[src/rtl/rails_top_enc.sv]
// Priority encoder: index of the highest coach waiting in the station, 0 when empty.
module rails_top_enc #(
    parameter int unsigned MAX_N = 10,
    parameter int unsigned W     = 4
) (
    input  logic [MAX_N:1] pending,
    output logic [W-1:0]   top_c
);

    always_comb begin
        top_c = '0;
        for (int unsigned i = 1; i <= MAX_N; i++) begin
            if (pending[i]) top_c = W'(i);
        end
    end

endmodule

[config.mk]
export PLATFORM = sky130hd
export DESIGN_NAME = rails_top_enc
export DESIGN_NICKNAME = d
export VERILOG_FILES = /design/src/rtl/rails_top_enc.sv
export SDC_FILE = /design/constraint.sdc
export NUM_CORES = 1
export LEC_CHECK = 0
export CORE_AREA = 3 3 40 42
export DETAILED_ROUTE_END_ITERATION = 8
export DIE_AREA = 0 0 43 45
export DONT_BUFFER_PORTS = 1
export MAX_ROUTING_LAYER = met4
export PLACE_DENSITY = 0.31
export SETUP_SLACK_MARGIN = 0.5
export SLEW_MARGIN = 0
export SYNTH_ARGS = -nofsm -noshare
export SYNTH_HDL_FRONTEND = slang
export SYNTH_SLANG_ARGS = --single-unit
[constraint.sdc]
create_clock -name vclk -period 1.46
set_input_delay 0.365 -clock vclk [all_inputs]
set_output_delay 0.365 -clock vclk [all_outputs]
set_load 0.02 [all_outputs]
==> flow_metrics.py, run 1 <==
metrics = {
    "outcome": {
        "outcome": "finished, violations left",
        "violations": "setup timing",
    },
    "cells_and_area": {
        "layout_common_cells": "4 x nor2_1, 2 x inv_1",
        "nets": 28,
        "layout-drive-gt1-share": 0.5000,
        "nFlopsAndLatches": 0,
        "fillers": 143,
        "area_delta_synth_final_pct": 101.4,
        "seq_area_um2": 0,
        "final_common_cell": "nor2_1",
        "antennaDiodeCount": 0,
        "postLayoutCoreUtil": 0.1373,
        "clkbuf_count": 0,
        "instances_no_fill": 31,
    },
    "timing": {
        "hold_ws_ns": 0.7620,
        "slew_viol_final": 0,
        "worst_slew_pin_slew_ns": 0.2256,
        "fmax_ghz": 0.6444,
        "finalCritPeriodShare": 1.063,
        "finalCriticalPeriod_ns": 1.552,
        "setup_viol": 1,
        "fin_ws_ns": -0.09186,
        "final_hold_viol_count": 0,
        "slew_headroom": 0.8490,
        "rsz0062_at_grt": "yes",
    },
    "route": {
        "drtPass1Iterations": 2,
        "viasPerCell": 3.645,
        "wl_um": 359,
        "drt-initial-drc-count": 1,
        "wl_per_cell_um": 11.58,
        "drcViolationCount": 0,
        "vias": 113,
        "ant_nets": 0,
    },
    "yosys": {
        "synthMuxAreaShare": 0,
        "syn_area_um2": 87.58,
        "synth.distinct_cells": 9,
        "synth_fp_nets": 25,
        "yosys.area_share.simple": 0.4000,
        "synth_top_family_by_area": "compound AO/OA/AOI/OAI gates",
        "syn_inst": 15,
        "synth-xor-area-share": 0,
        "synth_compound_area_frac": 0.5143,
        "avgSynthCellArea_um2": 5.839,
        "yosysWarnings": 0,
        "synth-seq-area-share": 0,
        "yosys.area_share.adder": 0,
    },
    "critical_path": {
        "cp_top_family": "compound AO/OA/AOI/OAI gates",
        "max_stage_delay_ns": 0.36,
        "cp.buffers_inverters": 0,
        "arrival_ns": 1.19,
        "crit_path_cell_trace": "nand2b_4 -> a221o_1 -> a221oi_4",
        "cp_slowest_cell": "a221oi_4",
        "crit_required_ns": 1.10,
        "cp_max_fo": 2,
        "path_class": "in -> out",
        "cp-start-kind": "input port",
        "critPathCaptureType": "primary output",
    },
    "global_routing": {
        "grt_pass1_wl_um": 517,
        "track_usage": 0.03501,
        "grt_pass1_vias": 128,
        "grt_max_degree": 5,
        "overflow": 0,
        "antenna_found_initial": 0,
    },
    "pwr": {
        "ir_drop_mv": 0.06150,
        "p_int_w": 0.00001952,
        "netSwitchingFraction": 0.5404,
        "seqPwrFrac": 0,
        "cellPowerDensity_nw_per_um2": 240.8,
        "switchingPower_w": 0.00002296,
        "p_clk_frac": 0,
        "leakage_nw": 0.06093,
        "combinationalPowerShare": 1.000,
    },
    "placement": {
        "hpwl_um": 316.8,
        "finalWeightedCongestion": 0.7913,
        "post-place-ws_ns": -0.07453,
        "dp.cells": 31,
        "io_buffer_count": 0,
    },
    "cts": {
        "postCtsSetupRepairBufs": 0,
        "postCtsHoldBufs": 0,
    },
    "floorplanning": {
        "io_pins": 14,
        "die_width_um": 43,
        "fp.coreArea_um2": 1285,
        "die_h_um": 45,
        "row_count": 13,
        "design.die.area_um2": 1935,
        "floorplan.initialDensity": 0.06816,
    },
    "hold_path": {
        "min_path_type": "in -> out",
    },
    "run": {
        "drv_cap": 0,
    },
}
==> power groups by stage <==
| stage | logic [W] | clock network, W | registers, W |
|---|---|---|---|
| final | 0.0000425 | 0 | 0 |
| after global placement | 0.0000391 | 0 | 0 |
| after CTS | 0.0000425 | 0 | 0 |
| after floorplan | 0.0000348 | 0 | 0 |
| after detailed placement | 0.0000394 | 0 | 0 |
| after global routing | 0.0000449 | 0 | 0 |
==> synth_stat cells <==
master | count | area, um^2
o31ai_1 | 1 | 7.510
nand2b_1 | 1 | 6.260
nor2_1 | 6 | 22.52
a21oi_1 | 1 | 5.000
a21o_1 | 1 | 7.510
a221oi_2 | 1 | 15.01
inv_1 | 2 | 7.510
a221o_1 | 1 | 10.01
or3_1 | 1 | 6.260
==> routing by layer <==
layer  part of all wire  wire length, um  track usage
met3               0.25               90     0.007968
met4                  0                0            0
met5                  0                0            -
met1               0.51              183      0.05952
met2               0.24               85      0.04192
==> area by class of cell <==
type	instances	area [um^2]	share of cell area
Multi-Input combinational cell	13	138.9	0.7872
Tap cell	15	18.77	0.1064
Timing Repair Buffer	1	11.26	0.06383
Inverter	2	7.507	0.04255
==> stage by stage <==
| stage | power [W] | instance area (um^2) | setup TNS, ns |
|---|---|---|---|
| after floorplan | 0.00003477 | 138.9 | -0.03441 |
| after global placement | 0.00003915 | 165.2 | -0.06900 |
| after detailed placement | 0.00003940 | 165.2 | -0.07453 |
| after CTS | 0.00004246 | 176.4 | -0.07914 |
| after global routing | 0.00004490 | 176.4 | -0.1109 |
| final | 0.00004248 | 176.4 | -0.09186 |
==> cells by family after synthesis <==
kind of cell           after synthesis
AO/OA/AOI/OAI                        5
AND/OR/NAND/NOR                      8
buffers and inverters                2
==> final timing paths <==
| kind | endpoint | cells after the start | slack [ns] | startpoint |
|---|---|---|---|---|
| hold / removal | top_c[0] | 1 | 0.76 | pending[10] |
| setup / recovery | top_c[0] | 3 | -0.09 | pending[2] |
==> timing repair <==
item	CTS	global route
endpoints found under the setup margin	4	4
pin swaps	1	0
resized for setup	2	0
hold endpoints to repair	0	0
cloned	0	0
(Power assumes the default switching activity.)
==> run 2, diff against run 1 <==
--- a/config.mk
+++ b/config.mk
@@ -5,9 +5,9 @@
 export SDC_FILE = /design/constraint.sdc
 export NUM_CORES = 1
 export LEC_CHECK = 0
-export CORE_AREA = 3 3 40 42
+export CORE_AREA = 2 2 39 41
 export DETAILED_ROUTE_END_ITERATION = 8
-export DIE_AREA = 0 0 43 45
+export DIE_AREA = 0 0 41 43
 export DONT_BUFFER_PORTS = 1
 export MAX_ROUTING_LAYER = met4
 export PLACE_DENSITY = 0.31
==> flow_metrics.py, run 2 (synthesis results as in run 1) <==
metrics = {
    "timing": {
        "slew_headroom": 0.8551,
        "finalCriticalPeriod_ns": 1.539,
        "fin_ws_ns": -0.07895,
        "setup_tns_ns": -0.07895,
        "setup_viol": 1,
        "finalCritPeriodShare": 1.054,
        "slew_viol_final": 0,
        "final_hold_viol_count": 0,
        "rsz0062_at_grt": "yes",
        "worst_slew_pin_slew_ns": 0.2166,
        "fmax_ghz": 0.6498,
    },
    "cts": {
        "postCtsHoldBufs": 0,
        "postCtsSetupRepairBufs": 0,
    },
    "cells_and_area": {
        "area_delta_synth_final_pct": 102.9,
        "final_area_um2": 177.7,
        "nets": 28,
        "clkbuf_count": 0,
        "layout_common_cells": "4 x nor2_1, 2 x inv_1",
        "nFlopsAndLatches": 0,
        "layout-drive-gt1-share": 0.5000,
        "instances_no_fill": 32,
        "multi_input_area_um2": 138.9,
        "final_common_cell": "nor2_1",
        "antennaDiodeCount": 0,
        "fillers": 164,
        "seq_area_um2": 0,
    },
    "route": {
        "vias": 120,
        "drcViolationCount": 0,
        "ant_nets": 0,
        "wl_per_cell_um": 11.97,
        "drtPass1Iterations": 3,
        "wl_um": 383,
        "drt-initial-drc-count": 1,
        "viasPerCell": 3.750,
    },
    "outcome": {
        "outcome": "finished, violations left",
        "violations": "setup timing",
    },
    "critical_path": {
        "cp_max_fo": 2,
        "critPathCaptureType": "primary output",
        "crit_required_ns": 1.10,
        "cp-start-kind": "input port",
        "path_class": "in -> out",
        "arrival_ns": 1.17,
    },
    "floorplanning": {
        "floorplan.initialDensity": 0.06329,
        "die_h_um": 43,
        "fp.coreArea_um2": 1384,
        "design.die.area_um2": 1763,
        "row_count": 14,
        "die_width_um": 41,
        "io_pins": 14,
    },
    "pwr": {
        "ir_drop_mv": 0.03609,
        "cellPowerDensity_nw_per_um2": 236.2,
        "leakage_nw": 0.06093,
    },
    "placement": {
        "io_buffer_count": 0,
        "place_area_um2": 166.4,
        "dp.cells": 32,
        "finalWeightedCongestion": 0.5852,
        "post-place-ws_ns": -0.08695,
    },
    "global_routing": {
        "grt_pass1_vias": 124,
        "grt_max_degree": 5,
        "overflow": 0,
        "antenna_found_initial": 0,
        "grt_pass1_wl_um": 489,
        "track_usage": 0.03992,
    },
    "hold_path": {
        "hold_depth": 1,
        "min_path_type": "in -> out",
    },
    "run": {
        "drv_cap": 0,
    },
}
run 2: stage by stage:
| stage | hold slack [ns] | utilization | power, W |
|---|---|---|---|
| finish | 0.7622 | 0.1284 | 0.00004196 |
| global route | 0.7628 | 0.1284 | 0.00004492 |
| CTS | 0.7625 | 0.1284 | 0.00004270 |
| detailed placement | 0.7625 | 0.1203 | 0.00003972 |
| global placement | 0.7614 | 0.1203 | 0.00003825 |
| floorplan | 0.7589 | - | 0.00003477 |
run 2: path summary, 6_finish.rpt:
check                   start  endpoint  slack [ns]
setup / recovery   pending[2]  top_c[0]       -0.08
hold / removal    pending[10]  top_c[0]        0.76
run 2: final cells by class:
type / count / share of cell area
multi-input cells: 13 / 0.7817
well taps: 16 / 0.1127
repair buffers: 1 / 0.06338
inverters: 2 / 0.04225
run 2: timing repair:
action	CTS	global route
pin swaps	1	1
resized for setup	2	0
endpoints found under the setup margin	4	4
run 2: worst max-delay path: stages:
cell and delay [ns]:
nand2b_4 0.11, a221o_1 0.33, a221oi_4 0.36
run 2: layer usage:
layer / GRT usage / vias to the layer above / share of wire
met5: - / - / 0
met4: 0 / 0 / 0
met3: 0.04188 / 0 / 0.33
met2: 0.05313 / 16 / 0.31
met1: 0.04430 / 48 / 0.36
li1: - / 56 / -
run 2: report_power, final:
group	internal [W]	switching [W]
registers	0	0
clock network	0	0
logic	0.0000195	0.0000225
==> run 3, diff against run 2 <==
--- a/config.mk
+++ b/config.mk
@@ -9,8 +9,9 @@
 export DETAILED_ROUTE_END_ITERATION = 8
 export DIE_AREA = 0 0 41 43
 export DONT_BUFFER_PORTS = 1
+export GPL_ROUTABILITY_DRIVEN = 0
 export MAX_ROUTING_LAYER = met4
-export PLACE_DENSITY = 0.31
+export PLACE_DENSITY = 0.3
 export SETUP_SLACK_MARGIN = 0.5
 export SLEW_MARGIN = 0
 export SYNTH_ARGS = -nofsm -noshare
==> flow_metrics.py, run 3 (synthesis results as in run 1) <==
metrics = {
    "pwr": {
        "netSwitchingFraction": 0.5205,
        "ir_drop_mv": 0.03839,
        "power_w": 0.00004409,
        "p_int_w": 0.00002114,
        "combinationalPowerShare": 1.000,
        "cellPowerDensity_nw_per_um2": 238.1,
        "p_clk_frac": 0,
        "switchingPower_w": 0.00002295,
        "leakage_nw": 0.06612,
        "seqPwrFrac": 0,
    },
    "global_routing": {
        "antenna_found_initial": 0,
        "track_usage": 0.04299,
        "grt_pass1_vias": 138,
        "grt_max_degree": 5,
        "grt_pass1_wl_um": 517,
        "overflow": 0,
    },
    "route": {
        "viasPerCell": 3.879,
        "ant_nets": 0,
        "drtPass1Iterations": 2,
        "vias": 128,
        "wl_um": 389,
        "drt-initial-drc-count": 9,
        "drcViolationCount": 0,
        "wl_per_cell_um": 11.79,
    },
    "critical_path": {
        "cp-start-kind": "input port",
        "crit_path_cell_trace": "nand2b_4 -> a221o_1 -> a221oi_4",
        "cp_slowest_cell": "a221oi_4",
        "max_stage_delay_ns": 0.36,
        "cp_max_fo": 2,
        "crit_required_ns": 1.10,
        "critPathCaptureType": "primary output",
        "cp.buffers_inverters": 0,
        "cp_top_family": "compound AO/OA/AOI/OAI gates",
        "path_class": "in -> out",
        "arrival_ns": 1.17,
    },
    "cells_and_area": {
        "final_common_cell": "nor2_1",
        "multi_input_area_um2": 138.9,
        "nFlopsAndLatches": 0,
        "postLayoutCoreUtil": 0.1338,
        "antennaDiodeCount": 0,
        "nets": 29,
        "area_delta_synth_final_pct": 111.4,
        "instances_no_fill": 33,
        "layout_common_cells": "4 x nor2_1, 2 x inv_1",
        "seq_area_um2": 0,
        "layout-drive-gt1-share": 0.5294,
        "fillers": 158,
        "clkbuf_count": 0,
    },
    "timing": {
        "final_hold_viol_count": 0,
        "fmax_ghz": 0.6508,
        "worst_slew_pin_slew_ns": 0.2223,
        "rsz0062_at_grt": "yes",
        "finalCritPeriodShare": 1.052,
        "setup_viol": 1,
        "slew_headroom": 0.8512,
        "finalCriticalPeriod_ns": 1.537,
        "slew_viol_final": 0,
        "fin_ws_ns": -0.07653,
    },
    "outcome": {
        "outcome": "finished, violations left",
        "violations": "setup timing",
    },
    "floorplanning": {
        "design.die.area_um2": 1763,
        "row_count": 14,
        "fp.coreArea_um2": 1384,
        "die_h_um": 43,
        "io_pins": 14,
        "floorplan.initialDensity": 0.06329,
        "die_width_um": 41,
    },
    "hold_path": {
        "min_from": "pending[10]",
        "min_to": "top_c[0]",
        "hold_depth": 1,
        "min_path_type": "in -> out",
    },
    "placement": {
        "io_buffer_count": 0,
        "dp.cells": 32,
        "post-place-ws_ns": -0.08914,
    },
    "run": {
        "drv_cap": 0,
    },
    "cts": {
        "postCtsHoldBufs": 0,
    },
}
[run 3: repair_timing]
item	in CTS	in global routing
setup endpoints to repair	4	4
setup buffers	0	1
resized for setup	2	0
pin swaps	1	3
[run 3: power groups by stage]
| stage | combinational [W] | sequential, W | clock (W) |
|---|---|---|---|
| 6_report | 0.0000441 | 0 | 0 |
| 5_1_grt | 0.0000472 | 0 | 0 |
| 4_1_cts | 0.0000427 | 0 | 0 |
| 3_5_place_dp | 0.0000397 | 0 | 0 |
| 3_3_place_gp | 0.0000382 | 0 | 0 |
| 2_1_floorplan | 0.0000348 | 0 | 0 |
[run 3: area by class of cell]
| class | count | share of cell area |
|---|---|---|
| multi-input combinational | 13 | 0.7500 |
| inverter | 2 | 0.04054 |
| timing repair buffer | 2 | 0.1014 |
| tap | 16 | 0.1081 |
[run 3: routing by layer]
layer,vias up,GRT usage,wire (um)
met3,0,0.04712,129
met1,52,0.04747,145
met4,0,0,0
met2,18,0.05625,114
li1,58,-,-
met5,-,-,0
[run 3: worst max-delay path by stage]
| stage | startpoint | to | slack (ns) | cells past startpoint |
|---|---|---|---|---|
| finish | pending[2] | top_c[0] | -0.08 | 3 |
| global route | pending[2] | top_c[0] | -0.10 | 3 |
| CTS | pending[2] | top_c[0] | -0.09 | 3 |
| detailed placement | pending[2] | top_c[0] | -0.09 | 3 |
| global placement | pending[2] | top_c[0] | -0.07 | 3 |
| floorplan | pending[2] | top_c[0] | -0.03 | 3 |
[run 3: through the flow]
step | hold slack [ns] | area [um^2] | setup TNS [ns]
2_1_floorplan | 0.7589 | 138.9 | -0.03441
3_3_place_gp | 0.7614 | 166.4 | -0.06614
3_5_place_dp | 0.7625 | 166.4 | -0.08914
4_1_cts | 0.7625 | 177.7 | -0.08914
5_1_grt | 0.7628 | 185.2 | -0.1033
6_report | 0.7623 | 185.2 | -0.07653
